[config.mk]
export PLATFORM = sky130hd
export DESIGN_NAME = xrv_id_pipe_flat
export DESIGN_NICKNAME = d
export VERILOG_FILES = /design/src/rtl/xrv_id_pipe_if.sv /design/src/rtl/xrv_id_pipe.sv /design/src/flat_wrapper.sv
export SDC_FILE = /design/constraint.sdc
export NUM_CORES = 1
export LEC_CHECK = 0
export CORE_MARGIN = 10
export CORE_UTILIZATION = 57
export CTS_CLUSTER_DIAMETER = 30
export CTS_CLUSTER_SIZE = 24
export DETAILED_ROUTE_END_ITERATION = 8
export PLACE_DENSITY = 0.86
export SYNTH_ARGS = -nofsm -noshare
export SYNTH_HDL_FRONTEND = slang
export SYNTH_SLANG_ARGS = --single-unit
[constraint.sdc]
create_clock -name clk -period 20 [get_ports clk]
set_clock_uncertainty 0.05 [all_clocks]
set_input_delay 2 -clock clk [delete_from_list [all_inputs] [get_ports clk]]
set_output_delay 2 -clock clk [all_outputs]
set_load 0.01 [all_outputs]
[src/rtl/xrv_id_pipe_if.sv]
// Fetch -> decode -> execute handshake bundle for the RV32 decode stage.
// The master side is fetch/execute (or a bench); the slave side is the decoder.
interface xrv_id_pipe_if;
  logic        flush;
  logic        in_valid;
  logic        in_ready;
  logic [31:0] in_inst;
  logic [31:0] in_pc;
  logic        in_compressed;
  logic        out_valid;
  logic        out_ready;
  logic [10:0] out_op;
  logic [31:0] out_imm;
  logic [4:0]  out_src1;
  logic [4:0]  out_src2;
  logic [4:0]  out_dest;
  logic [2:0]  out_funct3;
  logic [6:0]  out_funct7;
  logic [31:0] out_pc;
  logic        out_compressed;
  logic        out_is_mul;
  logic        out_illegal;
  logic        id_jmp;
  logic [31:0] id_jmp_addr;

  modport master (
    output flush, in_valid, in_inst, in_pc, in_compressed, out_ready,
    input  in_ready, out_valid, out_op, out_imm, out_src1, out_src2, out_dest,
           out_funct3, out_funct7, out_pc, out_compressed, out_is_mul, out_illegal,
           id_jmp, id_jmp_addr
  );

  modport slave (
    input  flush, in_valid, in_inst, in_pc, in_compressed, out_ready,
    output in_ready, out_valid, out_op, out_imm, out_src1, out_src2, out_dest,
           out_funct3, out_funct7, out_pc, out_compressed, out_is_mul, out_illegal,
           id_jmp, id_jmp_addr
  );
endinterface

[src/rtl/xrv_id_pipe.sv]
// RV32 decode stage: decodes on the way in, buffers decoded entries in a small
// FIFO, and raises a one-cycle early redirect for accepted JALs.
module xrv_id_pipe #(
  parameter int BUF_DEPTH = 2,
  parameter int HAS_MUL   = 1,
  parameter int HAS_SYS   = 1,
  parameter int EARLY_JAL = 1
) (
  input logic clk,
  input logic rst,
  xrv_id_pipe_if.slave bus
);
  localparam int PW = (BUF_DEPTH > 1) ? $clog2(BUF_DEPTH) : 1;
  localparam int CW = $clog2(BUF_DEPTH + 1);

  // op one-hot bit positions
  localparam int OP_LUI = 0, OP_AUIPC = 1, OP_JAL = 2, OP_JALR = 3, OP_BRANCH = 4,
                 OP_LOAD = 5, OP_STORE = 6, OP_IMM = 7, OP_REG = 8, OP_FENCE = 9, OP_SYS = 10;

  typedef struct packed {
    logic [10:0] op;
    logic [31:0] imm;
    logic [4:0]  src1;
    logic [4:0]  src2;
    logic [4:0]  dest;
    logic [2:0]  funct3;
    logic [6:0]  funct7;
    logic [31:0] pc;
    logic        compressed;
    logic        is_mul;
    logic        illegal;
  } entry_t;

  logic [31:0] inst;
  logic [4:0]  opc;
  logic [2:0]  f3;
  logic [6:0]  f7;
  logic [31:0] imm_i, imm_s, imm_b, imm_u, imm_j;
  entry_t      dec;

  assign inst  = bus.in_inst;
  assign opc   = inst[6:2];
  assign f3    = inst[14:12];
  assign f7    = inst[31:25];
  assign imm_i = {{20{inst[31]}}, inst[31:20]};
  assign imm_s = {{20{inst[31]}}, inst[31:25], inst[11:7]};
  assign imm_b = {{20{inst[31]}}, inst[7], inst[30:25], inst[11:8], 1'b0};
  assign imm_u = {inst[31:12], 12'b0};
  assign imm_j = {{12{inst[31]}}, inst[19:12], inst[20], inst[30:21], 1'b0};

  // Combinational decode of the presented instruction
  always_comb begin
    dec            = '0;
    dec.src1       = inst[19:15];
    dec.src2       = inst[24:20];
    dec.dest       = inst[11:7];
    dec.funct3     = f3;
    dec.funct7     = f7;
    dec.pc         = bus.in_pc;
    dec.compressed = bus.in_compressed;
    if (inst[1:0] != 2'b11) begin
      dec.illegal = 1'b1;
    end else begin
      case (opc)
        5'b01101: begin dec.op[OP_LUI]    = 1'b1; dec.imm = imm_u; end
        5'b00101: begin dec.op[OP_AUIPC]  = 1'b1; dec.imm = imm_u; end
        5'b11011: begin dec.op[OP_JAL]    = 1'b1; dec.imm = imm_j; end
        5'b11001: begin dec.op[OP_JALR]   = 1'b1; dec.imm = imm_i; end
        5'b11000: begin dec.op[OP_BRANCH] = 1'b1; dec.imm = imm_b; end
        5'b00000: begin dec.op[OP_LOAD]   = 1'b1; dec.imm = imm_i; end
        5'b01000: begin dec.op[OP_STORE]  = 1'b1; dec.imm = imm_s; end
        5'b00011: begin dec.op[OP_FENCE]  = 1'b1; dec.imm = imm_i; end
        5'b00100: begin
          dec.op[OP_IMM] = 1'b1;
          dec.imm        = imm_i;
          // shift-immediates only allow the base and arithmetic-shift funct7
          if (f3 == 3'b001 && f7 != 7'h00) dec.illegal = 1'b1;
          if (f3 == 3'b101 && f7 != 7'h00 && f7 != 7'h20) dec.illegal = 1'b1;
        end
        5'b01100: begin
          dec.op[OP_REG] = 1'b1;
          if (f7 == 7'h01 && HAS_MUL != 0) dec.is_mul = 1'b1;
          else if (f7 != 7'h00 && f7 != 7'h20) dec.illegal = 1'b1;
        end
        5'b11100: begin
          dec.op[OP_SYS] = 1'b1;
          dec.imm        = imm_i;
          if (HAS_SYS == 0) dec.illegal = 1'b1;
        end
        default: dec.illegal = 1'b1;
      endcase
    end
    // illegal entries carry no operation class or immediate
    if (dec.illegal) begin
      dec.op     = '0;
      dec.imm    = '0;
      dec.is_mul = 1'b0;
    end
  end

  entry_t          mem [BUF_DEPTH];
  logic [PW-1:0]   wr_ptr, rd_ptr;
  logic [CW-1:0]   cnt;
  logic            full, accept, pop, jmp_set;
  entry_t          head;

  function automatic logic [PW-1:0] ptr_inc(input logic [PW-1:0] p);
    return (p == PW'(BUF_DEPTH - 1)) ? '0 : p + 1'b1;
  endfunction

  assign full         = (cnt == CW'(BUF_DEPTH));
  assign bus.in_ready = ~rst & (~full | bus.out_ready);
  assign bus.out_valid = (cnt != '0);
  assign accept       = bus.in_valid & bus.in_ready & ~bus.flush;
  assign pop          = bus.out_valid & bus.out_ready;
  assign jmp_set      = (EARLY_JAL != 0) & accept & dec.op[OP_JAL] & ~bus.id_jmp;

  // Entry storage: payload only, occupancy is tracked by the pointers
  always_ff @(posedge clk) begin
    if (accept) mem[wr_ptr] <= dec;
  end

  // FIFO pointers and occupancy; flush empties everything at the next edge
  always_ff @(posedge clk or posedge rst) begin
    if (rst) begin
      wr_ptr <= '0;
      rd_ptr <= '0;
      cnt    <= '0;
    end else if (bus.flush) begin
      wr_ptr <= '0;
      rd_ptr <= '0;
      cnt    <= '0;
    end else begin
      if (accept) wr_ptr <= ptr_inc(wr_ptr);
      if (pop)    rd_ptr <= ptr_inc(rd_ptr);
      cnt <= cnt + CW'(accept) - CW'(pop);
    end
  end

  // Early JAL redirect: one pulse, never back-to-back; address holds between pulses
  always_ff @(posedge clk or posedge rst) begin
    if (rst) begin
      bus.id_jmp      <= 1'b0;
      bus.id_jmp_addr <= '0;
    end else begin
      bus.id_jmp <= jmp_set;
      if (jmp_set) bus.id_jmp_addr <= bus.in_pc + imm_j;
    end
  end

  // Payload reads as zero while the FIFO is empty (including out of reset)
  assign head = bus.out_valid ? mem[rd_ptr] : '0;

  assign bus.out_op         = head.op;
  assign bus.out_imm        = head.imm;
  assign bus.out_src1       = head.src1;
  assign bus.out_src2       = head.src2;
  assign bus.out_dest       = head.dest;
  assign bus.out_funct3     = head.funct3;
  assign bus.out_funct7     = head.funct7;
  assign bus.out_pc         = head.pc;
  assign bus.out_compressed = head.compressed;
  assign bus.out_is_mul     = head.is_mul;
  assign bus.out_illegal    = head.illegal;
endmodule

[src/flat_wrapper.sv]
// flat-port wrapper written by rule: the top's interface ports become plain ports
module xrv_id_pipe_flat 
#(
  parameter int BUF_DEPTH = 2,
  parameter int HAS_MUL   = 1,
  parameter int HAS_SYS   = 1,
  parameter int EARLY_JAL = 1
)
  (clk, rst, bus_flush, bus_in_valid, bus_in_inst, bus_in_pc, bus_in_compressed, bus_out_ready, bus_in_ready, bus_out_valid, bus_out_op, bus_out_imm, bus_out_src1, bus_out_src2, bus_out_dest, bus_out_funct3, bus_out_funct7, bus_out_pc, bus_out_compressed, bus_out_is_mul, bus_out_illegal, bus_id_jmp, bus_id_jmp_addr);
  xrv_id_pipe_if bus_i ();
  input logic clk;
  input logic rst;
  input wire logic [$bits(bus_i.flush)-1:0] bus_flush;
  input wire logic [$bits(bus_i.in_valid)-1:0] bus_in_valid;
  input wire logic [$bits(bus_i.in_inst)-1:0] bus_in_inst;
  input wire logic [$bits(bus_i.in_pc)-1:0] bus_in_pc;
  input wire logic [$bits(bus_i.in_compressed)-1:0] bus_in_compressed;
  input wire logic [$bits(bus_i.out_ready)-1:0] bus_out_ready;
  output wire logic [$bits(bus_i.in_ready)-1:0] bus_in_ready;
  output wire logic [$bits(bus_i.out_valid)-1:0] bus_out_valid;
  output wire logic [$bits(bus_i.out_op)-1:0] bus_out_op;
  output wire logic [$bits(bus_i.out_imm)-1:0] bus_out_imm;
  output wire logic [$bits(bus_i.out_src1)-1:0] bus_out_src1;
  output wire logic [$bits(bus_i.out_src2)-1:0] bus_out_src2;
  output wire logic [$bits(bus_i.out_dest)-1:0] bus_out_dest;
  output wire logic [$bits(bus_i.out_funct3)-1:0] bus_out_funct3;
  output wire logic [$bits(bus_i.out_funct7)-1:0] bus_out_funct7;
  output wire logic [$bits(bus_i.out_pc)-1:0] bus_out_pc;
  output wire logic [$bits(bus_i.out_compressed)-1:0] bus_out_compressed;
  output wire logic [$bits(bus_i.out_is_mul)-1:0] bus_out_is_mul;
  output wire logic [$bits(bus_i.out_illegal)-1:0] bus_out_illegal;
  output wire logic [$bits(bus_i.id_jmp)-1:0] bus_id_jmp;
  output wire logic [$bits(bus_i.id_jmp_addr)-1:0] bus_id_jmp_addr;
  assign bus_i.flush = bus_flush;
  assign bus_i.in_valid = bus_in_valid;
  assign bus_i.in_inst = bus_in_inst;
  assign bus_i.in_pc = bus_in_pc;
  assign bus_i.in_compressed = bus_in_compressed;
  assign bus_i.out_ready = bus_out_ready;
  assign bus_in_ready = bus_i.in_ready;
  assign bus_out_valid = bus_i.out_valid;
  assign bus_out_op = bus_i.out_op;
  assign bus_out_imm = bus_i.out_imm;
  assign bus_out_src1 = bus_i.out_src1;
  assign bus_out_src2 = bus_i.out_src2;
  assign bus_out_dest = bus_i.out_dest;
  assign bus_out_funct3 = bus_i.out_funct3;
  assign bus_out_funct7 = bus_i.out_funct7;
  assign bus_out_pc = bus_i.out_pc;
  assign bus_out_compressed = bus_i.out_compressed;
  assign bus_out_is_mul = bus_i.out_is_mul;
  assign bus_out_illegal = bus_i.out_illegal;
  assign bus_id_jmp = bus_i.id_jmp;
  assign bus_id_jmp_addr = bus_i.id_jmp_addr;
  xrv_id_pipe #(.BUF_DEPTH(BUF_DEPTH), .HAS_MUL(HAS_MUL), .HAS_SYS(HAS_SYS), .EARLY_JAL(EARLY_JAL)) u_core (.clk(clk), .rst(rst), .bus(bus_i));
endmodule
==> results of run 1 <==
## power groups by stage
stage	logic (mW)	clock network (mW)	registers, mW
2_1_floorplan	0.275	0	0.583
3_3_place_gp	0.507	0	0.601
3_5_place_dp	0.516	0	0.602
4_1_cts	0.522	0.756	0.593
5_1_grt	0.555	0.782	0.595
6_report	0.517	0.747	0.593
## logic make-up (layout without fill, tap and decap cells)
family | after synthesis | after routing | synth area share [%]
and+or+nand+nor | 300 | 300 | 11.48
DFF | 243 | 243 | 62.63
AOI/OAI and AO/OA | 152 | 152 | 8.297
muxes | 104 | 104 | 9.178
buffers and inverters | 61 | 317 | 2.171
adders and majority gates | 33 | 33 | 3.702
xor gates and xnor gates | 33 | 33 | 2.545
other | 0 | 1 | 0
## worst max-delay path: stages (launching register included)
cell and delay, ns:
dfrtp_4 1.08, buf_4 0.84, mux2i_1 0.41, nor2_1 0.09, clkdlybuf4s50_1 0.54
## registers in the layout (all words and copies together), names as in the netlist
register                count
u_core.rd_ptr               1
u_core.cnt                  2
u_core.wr_ptr               1
u_core.bus.id_jmp           1
u_core.mem                206
u_core.bus.id_jmp_addr     32
## how the worst max path moves through the flow
stage	cells after the start	slack [ns]	endpoint	start
2_1_floorplan	4	9.84	u_core.mem[0][0]	bus_out_ready
3_3_place_gp	4	14.69	bus_in_ready	bus_out_ready
3_5_place_dp	4	14.68	bus_in_ready	bus_out_ready
4_1_cts	4	14.42	bus_out_imm[28]	u_core.rd_ptr
5_1_grt	4	14.30	bus_out_imm[1]	u_core.rd_ptr
6_report	4	14.37	bus_out_imm[22]	u_core.rd_ptr
## layout by cell type (no fill, tap or decap), types with 14 or more instances in the layout
cell type        count
dfrtp_1             36
mux2i_1            103
edfxtp_1           206
nand2_1             96
clkbuf_16           45
xnor2_1             19
o21ai_1             20
nor2_1             140
inv_1               18
xor2_1              14
clkdlybuf4s50_1    207
o21ai_0             26
a21oi_1             52
ha_1                32
## final cells by class
type / count / area (um^2)
clock buffer: 52 / 1192
timing repair buffer: 216 / 2137
clock inverter: 30 / 324.1
inverter: 19 / 71.32
multi-input combinational: 622 / 4013
tap: 265 / 331.6
sequential: 243 / 7116
antenna: 1 / 2.502
fill: 1228 / 4339
## per-layer routing
layer | global-route usage [%] | wire length, um | up-vias | part of all wire (%)
li1 | - | - | 3828 | -
met1 | 28.66 | 12160 | 3995 | 40
met2 | 36.77 | 14830 | 355 | 49
met3 | 5.948 | 2429 | 63 | 8.0
met4 | 9.719 | 1058 | 0 | 3.5
met5 | 0 | 0 | - | 0
## stage by stage
| stage | total power [mW] | setup slack [ns] | util, % |
|---|---|---|---|
| 3_3_place_gp | 1.108 | 14.69 | 69.97 |
| 2_1_floorplan | 0.8582 | 9.838 | - |
| 4_1_cts | 1.870 | 14.42 | 77.74 |
| 3_5_place_dp | 1.119 | 14.68 | 69.97 |
| 5_1_grt | 1.932 | 14.30 | 77.78 |
| 6_report | 1.857 | 14.37 | 77.78 |
==> results.yml, run 1 <==
run_status:
  status: "finished clean"
pwr:
  p_sw_share_pct: 29.20
  powerDensity_mw_per_mm2: 122.3
  combPwrFrac_pct: 27.8
  vdd_drop_max_mv: 0.08239
  switching_power_mw: 0.5422
  power.leakage_nw: 5.526
  power_frac_seq_pct: 32.0
  internal-power_mw: 1.315
  clockPowerShare_pct: 40.2
floorplanning:
  die_w_um: 161.1
  die_y_um: 161.1
  rows: 51
  die_area_mm2: 0.02597
  io_pins: 208
  core_mm2: 0.01953
  start_util_pct: 58.16
route:
  drt-vias-per-instance: 5.691
  final_antenna_net_count: 0
  wirelength_mm: 30.48
  drc_errors: 0
  dr.pass1.iters: 8
  vias: 8241
  wl_per_cell_um: 21.05
  first_iter_violations: 623
critical_path:
  cp_max_fo: 54
  worst_ep_required_time_ns: 17.95
  rr_startpoint: "u_core.cnt[0]"
  reg2reg_slack_ns: 17.04
  end_kind: "output port"
  crit_arrival_ns: 3.59
  path_class: "flop to output port"
  worstReg2RegEnd: "u_core.mem[1][53]"
  reg2reg_depth: 6
  start_kind: "flop"
global_routing:
  antenna_found_initial: 1
  grt_start_max_net_pins: 105
  overflow: 0
  grt_pass1_wl_mm: 47.11
  grt_usage_pct: 22.83
  grt_pass1_vias: 8285
finish:
  fin_cells: 1448
  final_area_mm2: 0.01519
  layout-drive-gt1-share_pct: 8.629
  area_growth_pct: 33.74
  nets: 1249
sta:
  worst_slew_pin_slew_ns: 1.211
  fmax_ghz: 0.1775
  fin_crit_sh_pct: 28.18
  rsz0062_at_grt: "no"
  hold_viol: 0
  finalSetupViolations: 0
  setup_tns_ns: 0
  layout_min_cycle_time_ns: 5.635
  slew_headroom_pct: 19.04
  drv_slew: 0
  whs_ns: 0.4335
synth:
  synthArstFlopShare_pct: 15.23
  netlist_instances: 926
  yosys-top-cells-area: "edfxtp_1 (54%), mux2i_1 (9.1%), dfrtp_1 (8.2%)"
  synth_area_leader_cell: "edfxtp_1"
  synth-seq-cells: 243
  synth_enable_flop_cells: 206
  synth_common_cells: "edfxtp_1 (206), nor2_1 (141), mux2i_1 (103), nand2_1 (96), a21oi_1 (52)"
  post-synth-top-area-fraction_pct: 54.47
  syn_avg_cell_area_um2: 12.26
  syn-cell-area_mm2: 0.01136
  synth_top_flop_cell: "edfxtp_1"
  synth_nets: 1029
  yosysUniqueCellTypes: 68
  synth.most_common_cell: "edfxtp_1"
  synth-seq-area-share_pct: 62.63
  ys.warnings.count: 0
clocking:
  post_cts_buffers: 0
  cts.sinks: 243
  tritoncts: "done"
  cts_root_buffer: "clkbuf_16"
  path_clk_slew_ns: 0.05
  htreeDepth: 2
  clk_path_buf_depth: 3
  cts_buffers: 44
  clk_latency_ns: 0.52
  cts_hold_buf: 0
  cts_resized: 0
placement:
  numPortBuffers: 207
  placed_cell_area_mm2: 0.01366
  dp_hpwl_mm: 20.23
  gp_congestion: 0.8996
  post-place-cells: 1364
min_path:
  min_path_type: "flop to flop"
  holdPathStages: 2
  hold_start: "u_core.bus.id_jmp_addr[30]"
  holdPathEnd: "u_core.bus.id_jmp_addr[30]"
job:
  maxCapViolCount: 0
Power figures use the tool's default switching activity.
==> run 2, diff against run 1 <==
--- a/config.mk
+++ b/config.mk
@@ -6,11 +6,11 @@
 export NUM_CORES = 1
 export LEC_CHECK = 0
 export CORE_MARGIN = 10
-export CORE_UTILIZATION = 57
+export CORE_UTILIZATION = 48
 export CTS_CLUSTER_DIAMETER = 30
 export CTS_CLUSTER_SIZE = 24
 export DETAILED_ROUTE_END_ITERATION = 8
-export PLACE_DENSITY = 0.86
+export PLACE_DENSITY = 0.77
 export SYNTH_ARGS = -nofsm -noshare
 export SYNTH_HDL_FRONTEND = slang
 export SYNTH_SLANG_ARGS = --single-unit
==> constraint.sdc (replaced) <==
create_clock -name clk -period 4.8 [get_ports clk]
set_clock_uncertainty 0.05 [all_clocks]
set_input_delay 0.48 -clock clk [delete_from_list [all_inputs] [get_ports clk]]
set_output_delay 0.48 -clock clk [all_outputs]
set_load 0.01 [all_outputs]
==> run 2 against run 1 <==
Sequential power grew to 4.1 times the previous value. Critical path type unchanged. Die area grew 16%. Utilization shrank 11 points. Critical endpoint is now bus_out_imm[19]. Highest routed layer unchanged. Worst setup slack lost 13 ns. Critical path depth is the same.
==> results.yml, run 2 (synthesis results as in run 1) <==
route:
  first_iter_violations: 583
  dr.pass1.iters: 5
  wirelength_mm: 30.53
  wl_per_cell_um: 20.15
  drc_errors: 0
  final_antenna_net_count: 0
  vias: 8237
  drt-vias-per-instance: 5.437
global_routing:
  grt_pass1_wl_mm: 47.09
  grt_start_max_net_pins: 67
  antenna_found_initial: 2
  grt_usage_pct: 19.57
  overflow: 0
  grt_pass1_vias: 8545
floorplanning:
  die_y_um: 173.8
  die_area_mm2: 0.03021
  core_mm2: 0.02340
  io_pins: 208
  start_util_pct: 48.52
  die_w_um: 173.8
  rows: 56
placement:
  numPortBuffers: 207
  gp_congestion: 0.9167
  post-place-cells: 1425
  dp_hpwl_mm: 21.12
critical_path:
  path_depth: 4
  crit_slowest_cell: "dfrtp_4"
  cp_top_family: "flip-flops"
  crit_arrival_ns: 2.95
  end_kind: "output port"
  path_cells: "buf_4 -> mux2i_1 -> nor2_1 -> clkdlybuf4s50_1"
  path_class: "flop to output port"
  worst_ep_required_time_ns: 4.27
  start_kind: "flop"
  cp_max_fo: 55
  crit_buf_inv: 2
  reg2reg_depth: 9
  critical-path-max-stage-delay_ns: 1.03
sta:
  fmax_ghz: 0.2870
  setup_tns_ns: 0
  finalSetupViolations: 0
  drv_slew: 0
  worst_slew_pin_slew_ns: 1.154
  layout_min_cycle_time_ns: 3.484
  hold_viol: 0
  rsz0062_at_grt: "no"
  fin_crit_sh_pct: 72.59
  slew_headroom_pct: 22.82
job:
  maxCapViolCount: 0
min_path:
  min_path_type: "primary input to async pin"
clocking:
  cts_hold_buf: 0
  cts.sinks: 243
  clk_path_buf_depth: 3
  cts_buffers: 48
  cts_root_buffer: "clkbuf_16"
  clk_latency_ns: 0.52
  cts_resized: 0
  post_cts_buffers: 0
  htreeDepth: 2
  tritoncts: "done"
  path_clk_slew_ns: 0.05
finish:
  fin_cells: 1515
  area_growth_pct: 37.21
  nets: 1259
  final_cell_mix: "clkdlybuf4s50_1 (207), edfxtp_1 (206), nor2_1 (140)"
  layout_commonest_cell: "clkdlybuf4s50_1"
  layout-drive-gt1-share_pct: 9.715
  largest_reg_flops: 206
  regMostFlops: "u_core.mem"
  largest_registers: "u_core.mem x206, u_core.bus.id_jmp_addr x32, u_core.cnt x2"
pwr:
  power.leakage_nw: 5.661
  vdd_drop_max_mv: 0.3169
  powerDensity_mw_per_mm2: 524.4
run_status:
  status: "finished clean"
==> run 2: cell types whose count changed in the layout (fill, tap and decap cells not counted), moves of 3 or more <==
cell        change
clkbuf_8        -4
bufinv_16       +6
clkbuf_16       +4
buf_12          +4
buf_4           +3
clkinvlp_4      +5
==> run 2: cell type report <==
class | instances | area, um^2
Multi-Input combinational cell | 622 | 4019
Sequential cell | 243 | 7116
Inverter | 19 | 71.32
Clock inverter | 38 | 506.7
Clock buffer | 50 | 1230
Antenna cell | 2 | 5.005
Timing Repair Buffer | 222 | 2235
Tap cell | 319 | 399.1
Fill cell | 1747 | 7821
==> run 2: through the flow <==
stage	setup WS (ns)	instance area, um^2	power [mW]	util, %	hold slack, ns
after floorplan	0.6993	11370	3.569	-	0.4570
after detailed placement	1.220	13840	4.687	59.14	0.4235
final	1.316	15580	8.170	66.58	0.3710
after global placement	1.355	13840	4.669	59.14	0.4161
after global routing	1.193	15580	8.511	66.57	0.3985
after CTS	1.302	15580	8.252	66.56	0.3685
==> run 2: report_power, final <==
part | switching, mW | total, mW | internal, mW
sequential | 0.103 | 2.46 | 2.36
combinational | 1.09 | 2.17 | 1.08
clock | 1.09 | 3.54 | 2.45
total | 2.28 | 8.17 | 5.89
==> run 2: worst paths after layout <==
path,slack (ns),start,to
worst min register to register,0.43,u_core.bus.id_jmp_addr[7],u_core.bus.id_jmp_addr[7]
worst max-delay path,1.32,u_core.rd_ptr,bus_out_imm[19]
worst min-delay path,0.37,rst,u_core.cnt[0]
max in group asynchronous,3.93,rst,u_core.rd_ptr
worst max register to register,2.10,u_core.cnt[1],u_core.cnt[1]
min in group clk,0.43,u_core.bus.id_jmp_addr[7],u_core.bus.id_jmp_addr[7]
==> run 2: tightest hold or removal path: stages <==
cell	delay, ns
clkdlybuf4s50_1	0.42
inv_1	0.06
buf_4	0.43
==> run 2: routing by layer <==
layer  wire length, um  GRT usage [%]  part of all wire, %  up-vias
met4              1190          9.084                  3.9        0
met5                 0              0                    0        -
met3              2342          5.467                  7.7       70
met2             14440          31.60                   47      330
li1                  -              -                    -     3858
met1             12550          23.88                   41     3979
==> run 3, diff against run 2 <==
==> constraint.sdc (replaced) <==
create_clock -name clk -period 3.2 [get_ports clk]
set_clock_uncertainty 0.05 [all_clocks]
set_input_delay 0.32 -clock clk [delete_from_list [all_inputs] [get_ports clk]]
set_output_delay 0.32 -clock clk [all_outputs]
set_load 0.01 [all_outputs]
==> run 3 against run 2 <==
Worst hold slack worse by 0.15 ns. Global-route usage is 0.12 points higher. Sequential power is 48% higher. Clock-buffer cell count is 9 higher. Clock power is 37% higher. Non-clock buffer count is 33 higher. Die area stayed put. Wire length is 0.56% higher. Final cell count is 2.2% higher.
==> results.yml, run 3 (synthesis results as in run 1) <==
job:
  maxCapViolCount: 0
placement:
  gp_congestion: 0.9049
  numPortBuffers: 207
  placed_cell_area_mm2: 0.01414
  dp_hpwl_mm: 22.24
  post-place-cells: 1458
floorplanning:
  start_util_pct: 48.52
  die_w_um: 173.8
  core_mm2: 0.02340
  io_pins: 208
  die_y_um: 173.8
  die_area_mm2: 0.03021
  rows: 56
sta:
  worst_slew_pin_slew_ns: 0.8061
  slew_headroom_pct: 45.90
  drv_slew: 0
  setup_tns_ns: 0
  fin_crit_sh_pct: 86.35
  fmax_ghz: 0.3619
  finalSetupViolations: 0
  rsz0062_at_grt: "no"
  hold_viol: 0
  layout_min_cycle_time_ns: 2.763
finish:
  fin_cells: 1549
  nets: 1292
  final_cell_mix: "clkdlybuf4s50_1 (207), edfxtp_1 (206), nor2_1 (140)"
  fillers: 1717
  regMostFlops: "u_core.mem"
  area_growth_pct: 38.72
  final_area_mm2: 0.01575
  layout_commonest_cell: "clkdlybuf4s50_1"
  layout-drive-gt1-share_pct: 11.72
  largest_reg_flops: 206
  largest_registers: "u_core.mem x206, u_core.bus.id_jmp_addr x32, u_core.cnt x2"
critical_path:
  worst_ep_required_time_ns: 2.83
  end_kind: "output port"
  reg2reg_slack_ns: 1.12
  critical-path-max-stage-delay_ns: 0.68
  cp_top_family: "buffers and inverters"
  rr_startpoint: "u_core.cnt[0]"
  start_kind: "flop"
  worstReg2RegEnd: "u_core.mem[1][30]"
  startpoint: "u_core.rd_ptr"
  path_class: "flop to output port"
  crit_arrival_ns: 2.39
  cp_max_fo: 26
  crit_end: "bus_out_pc[10]"
  crit_slowest_cell: "dfrtp_4"
  path_depth: 4
  path_cells: "buf_12 -> mux2i_1 -> nor2_1 -> clkdlybuf4s50_1"
  reg2reg_depth: 6
  crit_buf_inv: 2
global_routing:
  grt_usage_pct: 19.69
  grt_pass1_vias: 8530
  grt_pass1_wl_mm: 47.51
  antenna_found_initial: 1
  overflow: 0
  grt_start_max_net_pins: 71
pwr:
  vdd_drop_max_mv: 0.5452
  power_frac_seq_pct: 30.6
  p_sw_share_pct: 28.99
  switching_power_mw: 3.436
  internal-power_mw: 8.418
  powerDensity_mw_per_mm2: 752.5
  fin_total_pwr_mw: 11.85
  combPwrFrac_pct: 28.4
  clockPowerShare_pct: 40.9
  power.leakage_nw: 5.771
route:
  drt-vias-per-instance: 5.313
  first_iter_violations: 582
  dr.pass1.iters: 5
  drc_errors: 0
  final_antenna_net_count: 0
  wl_per_cell_um: 19.82
  wirelength_mm: 30.70
  vias: 8230
clocking:
  cts_root_buffer: "clkbuf_16"
  cts_hold_buf: 0
  clk_latency_ns: 0.54
  clk_path_buf_depth: 3
  path_clk_slew_ns: 0.04
  post_cts_buffers: 0
  cts_resized: 0
  cts_buffers: 48
  htreeDepth: 2
  tritoncts: "done"
  cts.sinks: 243
min_path:
  min_path_type: "primary input to async pin"
run_status:
  status: "finished clean"
[run 3: cell count changes in the layout (fill, tap and decap cells not counted), moves of 3 or more]
cell	previous run	this run
buf_12	4	8
buf_4	11	40
bufinv_16	11	5
clkbuf_1	1	10
clkinv_2	8	5
clkinv_4	2	7
clkinvlp_4	8	5
inv_6	5	2
[run 3: metal layers]
metal  vias up  global-route usage (%)  share of wire (%)  routed length, um
met5         -                       0                  0                  0
met4         0                   6.947                2.5                763
met3        45                   5.402                7.2               2211
met2       303                   32.58                 49              14940
met1      3956                   24.29                 42              12780
li1       3926                       -                  -                  -
[run 3: power by group through the flow]
stage / clock (mW) / combinational [mW] / sequential, mW
2_1_floorplan: 0 / 1.72 / 3.63
3_3_place_gp: 0 / 3.37 / 3.68
3_5_place_dp: 0 / 3.40 / 3.69
4_1_cts: 4.92 / 3.42 / 3.63
5_1_grt: 5.10 / 3.64 / 3.64
6_report: 4.85 / 3.37 / 3.63
[run 3: how the worst min path moves through the flow]
| stage | startpoint | end | slack, ns | depth (start not counted) |
|---|---|---|---|---|
| after global routing | rst | u_core.rd_ptr | 0.28 | 3 |
| after CTS | rst | u_core.rd_ptr | 0.23 | 3 |
| after detailed placement | u_core.bus.id_jmp_addr[1] | u_core.bus.id_jmp_addr[1] | 0.41 | 2 |
| after floorplan | bus_flush | u_core.cnt[0] | 0.34 | 1 |
| final | rst | u_core.cnt[1] | 0.22 | 3 |
| after global placement | u_core.bus.id_jmp_addr[27] | u_core.bus.id_jmp_addr[27] | 0.41 | 2 |
[run 3: cell type report]
| cell class | instances | area (um^2) | share of cell area, % |
|---|---|---|---|
| sequential | 243 | 7116 | 45.17 |
| multi-input combinational | 622 | 4025 | 25.55 |
| timing repair buffer | 255 | 2532 | 16.08 |
| clock buffer | 59 | 1252 | 7.951 |
| tap | 319 | 399.1 | 2.534 |
| clock inverter | 31 | 354.1 | 2.248 |
| inverter | 19 | 71.32 | 0.4527 |
| antenna | 1 | 2.502 | 0.01589 |
[run 3: worst register-to-register path, cell delays in order, from the launching register on]
cell     delay [ns]
dfrtp_1        0.40
nor2_1         0.07
a21oi_2        0.16
nand2_2        0.11
nor2_1         0.24
and2_4         0.37
buf_4          0.34
[run 3: through the flow]
stage / setup slack, ns / hold slack, ns / util, %
CTS: 0.3879 / 0.2296 / 67.30
global route: 0.3240 / 0.2803 / 67.31
floorplan: -0.5141 / 0.3356 / -
detailed placement: -0.02650 / 0.4108 / 60.44
global placement: 0.05809 / 0.4074 / 60.44
finish: 0.4368 / 0.2209 / 67.31
